==> config.mk <==
export PLATFORM = sky130hd
export DESIGN_NAME = slot_judge
export DESIGN_NICKNAME = d
export VERILOG_FILES = /design/src/rtl/slot_pkg.sv /design/src/rtl/btn_debounce.sv /design/src/rtl/slot_judge.sv
export SDC_FILE = /design/constraint.sdc
export NUM_CORES = 1
export LEC_CHECK = 0
export CAP_MARGIN = 20
export CORE_MARGIN = 4
export CORE_UTILIZATION = 58
export DETAILED_ROUTE_END_ITERATION = 8
export PLACE_DENSITY = 0.77
export SLEW_MARGIN = 10
export SYNTH_ARGS = -nofsm -noshare
export SYNTH_HDL_FRONTEND = slang
export SYNTH_SLANG_ARGS = --single-unit
==> constraint.sdc <==
create_clock -name clk -period 3.23 [get_ports clk]
set_input_delay 0.646 -clock clk [delete_from_list [all_inputs] [get_ports clk]]
set_output_delay 0.646 -clock clk [all_outputs]
set_load 0.02 [all_outputs]
==> src/rtl/slot_pkg.sv <==
// Shared types and constants for the slot-machine judge: FSM states, verdict
// encoding, digit range and credit bookkeeping helpers.
package slot_pkg;

    typedef enum logic [2:0] {SPIN, STOP1, STOP2, JUDGE, SHOW} state_t;
    typedef enum logic [1:0] {V_NONE, V_WIN, V_PAIR, V_LOSE} verdict_t;

    localparam logic [3:0] DIGIT_MAX   = 4'd9;
    localparam logic [7:0] CREDIT_INIT = 8'd10;
    localparam logic [7:0] CREDIT_WIN  = 8'd10;
    localparam logic [7:0] CREDIT_PAIR = 8'd2;
    localparam logic [7:0] CREDIT_LOSE = 8'd1;

    // Counters can glitch to 10 while wrapping; such a read counts as 0.
    function automatic logic [3:0] sanitize(input logic [3:0] d);
        return (d > DIGIT_MAX) ? 4'd0 : d;
    endfunction

    function automatic verdict_t judge(input logic [3:0] a, input logic [3:0] b,
                                       input logic [3:0] c);
        if (a == b && b == c)
            return V_WIN;
        if (a == b || b == c || a == c)
            return V_PAIR;
        return V_LOSE;
    endfunction

    function automatic logic [7:0] credit_update(input logic [7:0] c, input verdict_t v);
        logic [8:0] sum;
        sum = {1'b0, c};
        case (v)
            V_WIN:   sum = {1'b0, c} + {1'b0, CREDIT_WIN};
            V_PAIR:  sum = {1'b0, c} + {1'b0, CREDIT_PAIR};
            V_LOSE:  sum = (c == 8'd0) ? 9'd0 : {1'b0, c} - {1'b0, CREDIT_LOSE};
            default: sum = {1'b0, c};
        endcase
        return sum[8] ? 8'hFF : sum[7:0];
    endfunction

endpackage

==> src/rtl/btn_debounce.sv <==
// Button conditioner: two-flop synchronizer, stability counter and a one-cycle
// pulse on each accepted rising level. Release produces no pulse.
module btn_debounce #(
    parameter int DB_CYCLES = 500000,
    parameter int CNT_W     = 32
) (
    input  logic clk,
    input  logic rst,
    input  logic btn,
    output logic press
);

    localparam logic [CNT_W-1:0] CNT_LAST = CNT_W'(DB_CYCLES - 1);

    logic             sync1_reg;
    logic             sync2_reg;
    logic             level_reg;
    logic             press_reg;
    logic [CNT_W-1:0] cnt_reg;

    always_ff @(posedge clk) begin
        if (rst) begin
            sync1_reg <= 1'b0;
            sync2_reg <= 1'b0;
            level_reg <= 1'b0;
            press_reg <= 1'b0;
            cnt_reg   <= '0;
        end else begin
            sync1_reg <= btn;
            sync2_reg <= sync1_reg;
            press_reg <= 1'b0;
            // Any sample matching the current level is a bounce: restart the run.
            if (sync2_reg == level_reg) begin
                cnt_reg <= '0;
            end else if (cnt_reg == CNT_LAST) begin
                level_reg <= sync2_reg;
                press_reg <= sync2_reg;
                cnt_reg   <= '0;
            end else begin
                cnt_reg <= cnt_reg + 1'b1;
            end
        end
    end

    assign press = press_reg;

endmodule

==> src/rtl/slot_judge.sv <==
// Three-reel slot judge: freezes reels on successive presses, scores the digits
// and holds the verdict. Define SLOT_JUDGE_CREDIT_EN to add the credit counter.
module slot_judge
    import slot_pkg::*;
#(
    parameter int DB_CYCLES   = 500000,
    parameter int SHOW_CYCLES = 50000000,
    parameter int CNT_W       = 32
) (
    input  logic       clk,
    input  logic       rst,
    input  logic       btn,
    input  logic [3:0] count1,
    input  logic [3:0] count2,
    input  logic [3:0] count3,
    output logic [3:0] reel1,
    output logic [3:0] reel2,
    output logic [3:0] reel3,
    output logic [2:0] stopped,
    output logic       win,
    output logic       pair,
    output logic       lose,
`ifdef SLOT_JUDGE_CREDIT_EN
    output logic       busy,
    output logic [7:0] credits
`else
    output logic       busy
`endif
);

    localparam logic [CNT_W-1:0] SHOW_LAST = CNT_W'(SHOW_CYCLES - 1);

    state_t           state_reg, state_next;
    verdict_t         verdict_reg, verdict_next;
    logic [2:0]       stopped_reg, stopped_next;
    logic [CNT_W-1:0] show_cnt_reg, show_cnt_next;
    logic [3:0]       count_arr [3];
    logic [3:0]       reel_q [3];
    logic             press;
    logic             start_ok;

    btn_debounce #(.DB_CYCLES(DB_CYCLES), .CNT_W(CNT_W)) u_btn (
        .clk   (clk),
        .rst   (rst),
        .btn   (btn),
        .press (press)
    );

    assign count_arr[0] = count1;
    assign count_arr[1] = count2;
    assign count_arr[2] = count3;

    // A reel tracks its counter until its stopped bit is set, including the press edge.
    generate
        for (genvar gi = 0; gi < 3; gi++) begin : g_reel
            logic [3:0] reel_reg;
            always_ff @(posedge clk) begin
                if (rst)
                    reel_reg <= 4'd0;
                else if (!stopped_reg[gi])
                    reel_reg <= sanitize(count_arr[gi]);
            end
            assign reel_q[gi] = reel_reg;
        end
    endgenerate

`ifdef SLOT_JUDGE_CREDIT_EN
    logic [7:0] credits_reg, credits_next;
    assign start_ok = (credits_reg != 8'd0);
    assign credits  = credits_reg;
`else
    assign start_ok = 1'b1;
`endif

    always_ff @(posedge clk) begin
        if (rst) begin
            state_reg    <= SPIN;
            verdict_reg  <= V_NONE;
            stopped_reg  <= 3'b000;
            show_cnt_reg <= '0;
`ifdef SLOT_JUDGE_CREDIT_EN
            credits_reg  <= CREDIT_INIT;
`endif
        end else begin
            state_reg    <= state_next;
            verdict_reg  <= verdict_next;
            stopped_reg  <= stopped_next;
            show_cnt_reg <= show_cnt_next;
`ifdef SLOT_JUDGE_CREDIT_EN
            credits_reg  <= credits_next;
`endif
        end
    end

    always_comb begin
        state_next    = state_reg;
        verdict_next  = verdict_reg;
        stopped_next  = stopped_reg;
        show_cnt_next = show_cnt_reg;
`ifdef SLOT_JUDGE_CREDIT_EN
        credits_next  = credits_reg;
`endif
        case (state_reg)
            SPIN: if (press && start_ok) begin
                stopped_next = 3'b001;
                state_next   = STOP1;
            end
            STOP1: if (press) begin
                stopped_next = 3'b011;
                state_next   = STOP2;
            end
            STOP2: if (press) begin
                stopped_next = 3'b111;
                state_next   = JUDGE;
            end
            JUDGE: begin
                verdict_next  = judge(reel_q[0], reel_q[1], reel_q[2]);
                show_cnt_next = SHOW_LAST;
                state_next    = SHOW;
`ifdef SLOT_JUDGE_CREDIT_EN
                credits_next  = credit_update(credits_reg, verdict_next);
`endif
            end
            SHOW: begin
                // Presses are dropped here; they are not remembered for the next game.
                if (show_cnt_reg == '0) begin
                    verdict_next = V_NONE;
                    stopped_next = 3'b000;
                    state_next   = SPIN;
                end else begin
                    show_cnt_next = show_cnt_reg - 1'b1;
                end
            end
            default: state_next = SPIN;
        endcase
    end

    assign reel1   = reel_q[0];
    assign reel2   = reel_q[1];
    assign reel3   = reel_q[2];
    assign stopped = stopped_reg;
    assign win     = (verdict_reg == V_WIN);
    assign pair    = (verdict_reg == V_PAIR);
    assign lose    = (verdict_reg == V_LOSE);
    assign busy    = (state_reg == JUDGE) || (state_reg == SHOW);

endmodule

==> flow_summary.json <==
{
  "status": "finished, final reports clean",
  "clock_latency_ps": 360,
  "hp-start": "u_btn.cnt_reg[0]",
  "synth-simple-area-share_pct": 32.6,
  "synth_top_family_by_area": "simple AND/OR/NAND/NOR gates",
  "syn_area_per_cell_sq_um": 8.13,
  "path_common_cell": "or4_1",
  "post_cts.repair.setup_buffers": 0,
  "synth.most_common_cell": "dfxtp_1",
  "dr_total_vias": 4048,
  "ir_drop_mv": 0.219,
  "die_y_um": 94.8,
  "synth-compound-area-share_pct": 14.2,
  "synth_cells": 537,
  "track_usage_pct": 23.6,
  "switching_power_w": 0.000486,
  "drive_gt1_share_pct": 6.49,
  "setup_violations": 0,
  "antenna_cells": 0,
  "fin_setup_tns_ps": 0,
  "grt_pass1_vias": 3765,
  "ys_ff_latch": 88,
  "p_per_area_nw_per_um2": 399,
  "holdWs_ps": 451,
  "endpoint_kind": "register",
  "post-route-period-util_pct": 86.4,
  "routed_via_density": 6.05,
  "wl_mm": 10.0,
  "post-dp-hpwl_mm": 6.84,
  "max_stage_delay_ps": 680,
  "worst_hold_path.endpoint": "u_btn.cnt_reg[0]",
  "r2r-start": "show_cnt_reg[5]",
  "swShare_pct": 24.3,
  "critPathArrivalTime_ps": 3070,
  "worstHoldPathType": "register to register",
  "synth_common_cells": "88 x dfxtp_1, 62 x nor2_1, 42 x a21oi_1, 33 x nand2_1, 31 x xor2_1",
  "slowest_stage": "or4_1",
  "cp_num_buf_inv": 0,
  "critPathLaunch": "show_cnt_reg[5]",
  "initial_core_util_pct": 59.9,
  "slew_viol_final": 0,
  "crit_required_ps": 3510,
  "fin_ws_ps": 441,
  "drc_errors": 0,
  "worst-path-max-fanout": 7,
  "fp.dieW_um": 94.8,
  "cts_tree": "built",
  "p_comb_share_pct": 4.8,
  "wire_per_inst_um": 15.0,
  "reg2regPathDepth": 5,
  "synthAdderAreaFrac_pct": 0.573,
  "syn-cell-area_sq_um": 4370,
  "clock.fmax_mhz": 359,
  "drt_first_pass_iters": 5,
  "p_leak_nw": 1.87,
  "grt_pass1_wl_mm": 17.2,
  "r2r_setup_slack_ps": 440,
  "io_pins": 34,
  "synth_top_area_share_pct": 40.3,
  "hold_viol": 0,
  "synth_xor_area_share_pct": 8.02,
  "drv_cap": 0,
  "seq_area_frac_synth_pct": 40.3,
  "yosys.area.top_type": "dfxtp_1",
  "fp.dieArea_sq_um": 8980,
  "cts_buffer_depth": 2,
  "hold_buffers": 0,
  "synth_warnings": 0,
  "cts_sinks": 88,
  "synth_flop_cell": "dfxtp_1",
  "clock_power_share_pct": 40.0,
  "portBuffers": 33,
  "ys_types": 51,
  "gp_congestion": 0.870,
  "nets": 582,
  "worstMarginPinSlew_ps": 788,
  "relSlewSlack_pct": 47.1,
  "rows": 31,
  "dp_slack_ps": 473,
  "skew_ps": 13.3,
  "cts.clk_slew.worst_paths_ps": 90,
  "cts_max_level": 3,
  "synthMuxAreaShare_pct": 0.688,
  "crit_path_start_kind": "register",
  "area_growth_pct": 14.6,
  "synth_nets": 554,
  "cts_resized": 0,
  "cts_buffers": 9,
  "synth_edf_count": 0,
  "p_int_w": 0.00151,
  "root_buffer": "clkbuf_8",
  "fin_util_pct": 68.7,
  "grt.overflow.total": 0,
  "crit_family": "simple AND/OR/NAND/NOR gates",
  "path_class": "register to register",
  "first_iter_violations": 233,
  "period_needed_ps": 2790,
  "ys_async_sr_fraction_pct": 0,
  "crit_chain": "or4_4, or4_1, or3_4, or4_1, a21oi_1",
  "ys_top_cells_by_area": "dfxtp_1 40%, xor2_1 6.2%, nor2_1 5.3%",
  "seqPwrFrac_pct": 55.2,
  "antenna_found_initial": 0,
  "reg2reg_to": "show_cnt_reg[31]",
  "core-area_sq_um": 7290,
  "rsz0062_at_grt": "no",
  "min_path_cells": 1,
  "grt_max_degree": 49,
  "drtAntennaViolNets": 0
}
worst register-to-register path, delay by kind of cell, from the launching register on:
| kind | cells | cell delay, ps |
|---|---|---|
| AND/OR/NAND/NOR | 4 | 2210 |
| flip-flops | 1 | 360 |
| AO/OA/AOI/OAI | 1 | 150 |
layout by cell type, fill, tap and decap left out, types with 3 or more instances in the layout:
cell	count
dfxtp_1	88
nor2_1	62
a21oi_1	42
nand2_1	33
clkdlybuf4s50_1	33
xor2_1	31
nand3_1	29
or3_1	21
o21ai_0	20
nor3_1	18
nor4_1	16
or4_1	15
nand4_1	14
buf_4	12
inv_1	11
o31ai_1	11
nor2b_1	9
and3_1	9
xnor2_1	9
clkbuf_8	9
nor3b_1	8
a31oi_1	8
and2_1	7
o211ai_1	6
nor4b_1	5
o311ai_0	4
or2_2	4
mux2i_1	3
inv_6	3
metal layers:
layer  up-vias  wire length (um)  global-route usage [%]
li1       2020                 -                       -
met1      1904              4620                    31.5
met2       118              4730                    37.5
met3         6               599                    6.53
met4         0                87                    6.37
met5         -                 0                       0
how the worst max path moves through the flow:
stage                       endpoint  slack (ps)  cells past startpoint
finish              show_cnt_reg[31]         440                      5
global route        show_cnt_reg[20]         330                      5
CTS                 show_cnt_reg[31]         450                      5
detailed placement  show_cnt_reg[31]         470                      5
global placement    show_cnt_reg[31]         520                      5
floorplan           show_cnt_reg[31]         620                      6
per-stage QoR:
stage | cells | total power (W) | instance area, sq um
5_1_grt | 669 | 0.00206 | 5010
2_1_floorplan | 537 | 0.00118 | 4370
4_1_cts | 669 | 0.00201 | 5010
3_5_place_dp | 653 | 0.00122 | 4800
3_3_place_gp | 653 | 0.00122 | 4800
6_report | 669 | 0.00200 | 5010
area by class of cell:
type | instances | area [sq um]
clock buffer | 9 | 124
sequential | 88 | 1760
clock inverter | 7 | 82.6
tap | 99 | 124
inverter | 11 | 41.3
timing repair buffer | 45 | 420
fill | 648 | 2290
multi-input combinational | 410 | 2450
power by group through the flow:
stage	clock network, W	registers [W]	logic [W]
after floorplan	0	0.00113	0.0000462
after global placement	0	0.00113	0.0000946
after detailed placement	0	0.00113	0.0000961
after CTS	0.000816	0.00110	0.0000965
after global routing	0.000856	0.00110	0.000105
final	0.000798	0.00110	0.0000960
logic make-up after synthesis:
family,count (synthesis)
compound gates,102
xor+xnor,40
fa+ha+maj,2
buf+inv,39
flops,88
mux,3
simple gates,263
(Power assumes the default switching activity.)
==> RTL change: new RTL, same flow settings <==
`CNT_W` is set to 32 in 2 places; all go to 48.
--- a/src/rtl/btn_debounce.sv
+++ b/src/rtl/btn_debounce.sv
@@ -2,7 +2,7 @@
 // pulse on each accepted rising level. Release produces no pulse.
 module btn_debounce #(
     parameter int DB_CYCLES = 500000,
-    parameter int CNT_W     = 32
+    parameter int CNT_W     = 48
 ) (
     input  logic clk,
     input  logic rst,
--- a/src/rtl/slot_judge.sv
+++ b/src/rtl/slot_judge.sv
@@ -5,7 +5,7 @@
 #(
     parameter int DB_CYCLES   = 500000,
     parameter int SHOW_CYCLES = 50000000,
-    parameter int CNT_W       = 32
+    parameter int CNT_W       = 48
 ) (
     input  logic       clk,
     input  logic       rst,
Behaviour: no difference found for any inputs over 10 cycles, from zero or initial values and one cycle with rst high; that may be too few to reach the edited logic, so the function may still have changed.
==> RTL change against the original RTL <==
Setup slack lost 57 ps. Cell area grew 35%. Largest power group is now clock. Synthesized area grew 30%. Global-route usage shrank 0.052 points. Sequential cell count grew 32. Wire length grew 27%. Via count grew 22%. Total power grew 70%.
==> RTL change: results (changes against the original RTL) <==
synthesis:
  synth_commonest_cells: "dfxtp_1 (120), nor2_1 (103), xor2_1 (45)"
  avgSynthCellArea_um2: 8.489  # +4.4%
  yosysSeqAreaShare_pct: 42.23  # +1.9 points
global_routing:
  grtUsageMet1_pct: 31.48  # -0.050 points
  grt_pass1_vias: 4726  # +26%
  track_usage_pct: 23.55  # -0.052 points
  grt_pass1_wl_um: 22160  # +29%
  use_met2_pct: 37.71  # +0.25 points
worst_setup_path:
  r2r_slack_ps: 390  # -50 ps
  r2r-end: "show_cnt_reg[36]$_SDFFE_PP0P_"
  crit_fanout: 10  # +3
  critPathArrivalTime_ps: 2200  # -870 ps
  slowest_stage: "clkdlybuf4s50_1"
  critPathMaxStageDelay_ps: 600  # -80 ps
power:
  peakVddDrop_mv: 0.5363  # +140%
  p_leak_nw: 2.435  # +30%
detailed_routing:
  finalWirelength_um: 12770  # +27%
  met2_length_um: 5922  # +25%
  drt-initial-drc-count: 270  # +16%
  viasPerCell: 5.825  # -3.7%
  vias: 4940  # +22%
  routed-wl-met3_um: 622  # +3.8%
placed_design:
  placed_area_mm2: 0.006188  # +29%
  dp_hpwl_um: 8801  # +29%
  dp_cells: 816  # +25%
hold_path:
  holdCritStartpoint: "u_btn.sync1_reg$_SDFF_PP0_"
sta:
  relSlewSlack_pct: 63.76  # +17 points
  skew_ps: 6.800  # -6.528 ps
  hold_ws_ps: 431.2  # -20.33 ps
clocking:
  insertion_delay_ps: 520  # +160 ps
run_status:
  outcome: "finished clean"
==> RTL change: kinds of logic (layout without fill, tap and decap cells) <==
kind of cell               Yosys count  count (layout)  synth area share (%)
adders and majority gates            3               3                0.6600
buffers and inverters               38              87                 2.596
muxes                                3               3                0.5499
DFF                                120             120                 42.23
xor gates and xnor gates            88              88                 13.55
AOI/OAI and AO/OA                   87              87                 9.283
and+or+nand+nor                    331             331                 31.13
==> RTL change: through the flow <==
step                setup WS, ps  total power (W)
floorplan                  581.3         0.001577
global placement           491.0         0.001619
detailed placement         410.1         0.001622
CTS                        383.2         0.003413
global route               172.7         0.003497
finish                     383.9         0.003389
==> RTL change: final cells by class <==
class                   count  area [um2]
multi-input cells         512        3152
clock inverters             8       95.09
repair buffers             49       450.4
inverters                   6       22.52
flip-flops and latches    120        2402
fillers                   741        2618
clock buffers              24       470.5
well taps                 129       161.4
==> RTL change: worst max path at each step <==
stage | start | endpoint | slack [ps] | cells past startpoint
6_report | state_reg[2]$_SDFFE_PP0P_ | busy | 380 | 3
5_1_grt | show_cnt_reg[7]$_SDFFE_PP0P_ | show_cnt_reg[19]$_SDFFE_PP0P_ | 170 | 7
4_1_cts | state_reg[2]$_SDFFE_PP0P_ | busy | 380 | 3
3_5_place_dp | show_cnt_reg[0]$_SDFFE_PP0P_ | show_cnt_reg[36]$_SDFFE_PP0P_ | 410 | 8
3_3_place_gp | show_cnt_reg[0]$_SDFFE_PP0P_ | show_cnt_reg[36]$_SDFFE_PP0P_ | 490 | 8
2_1_floorplan | show_cnt_reg[0]$_SDFFE_PP0P_ | show_cnt_reg[46]$_SDFFE_PP0P_ | 580 | 8
==> RTL change: report_power, final <==
group	internal, W	switching [W]
Clock	0.00115	0.000644
Sequential	0.00149	0.0000100
Combinational	0.0000441	0.0000491
Total	0.00269	0.000704
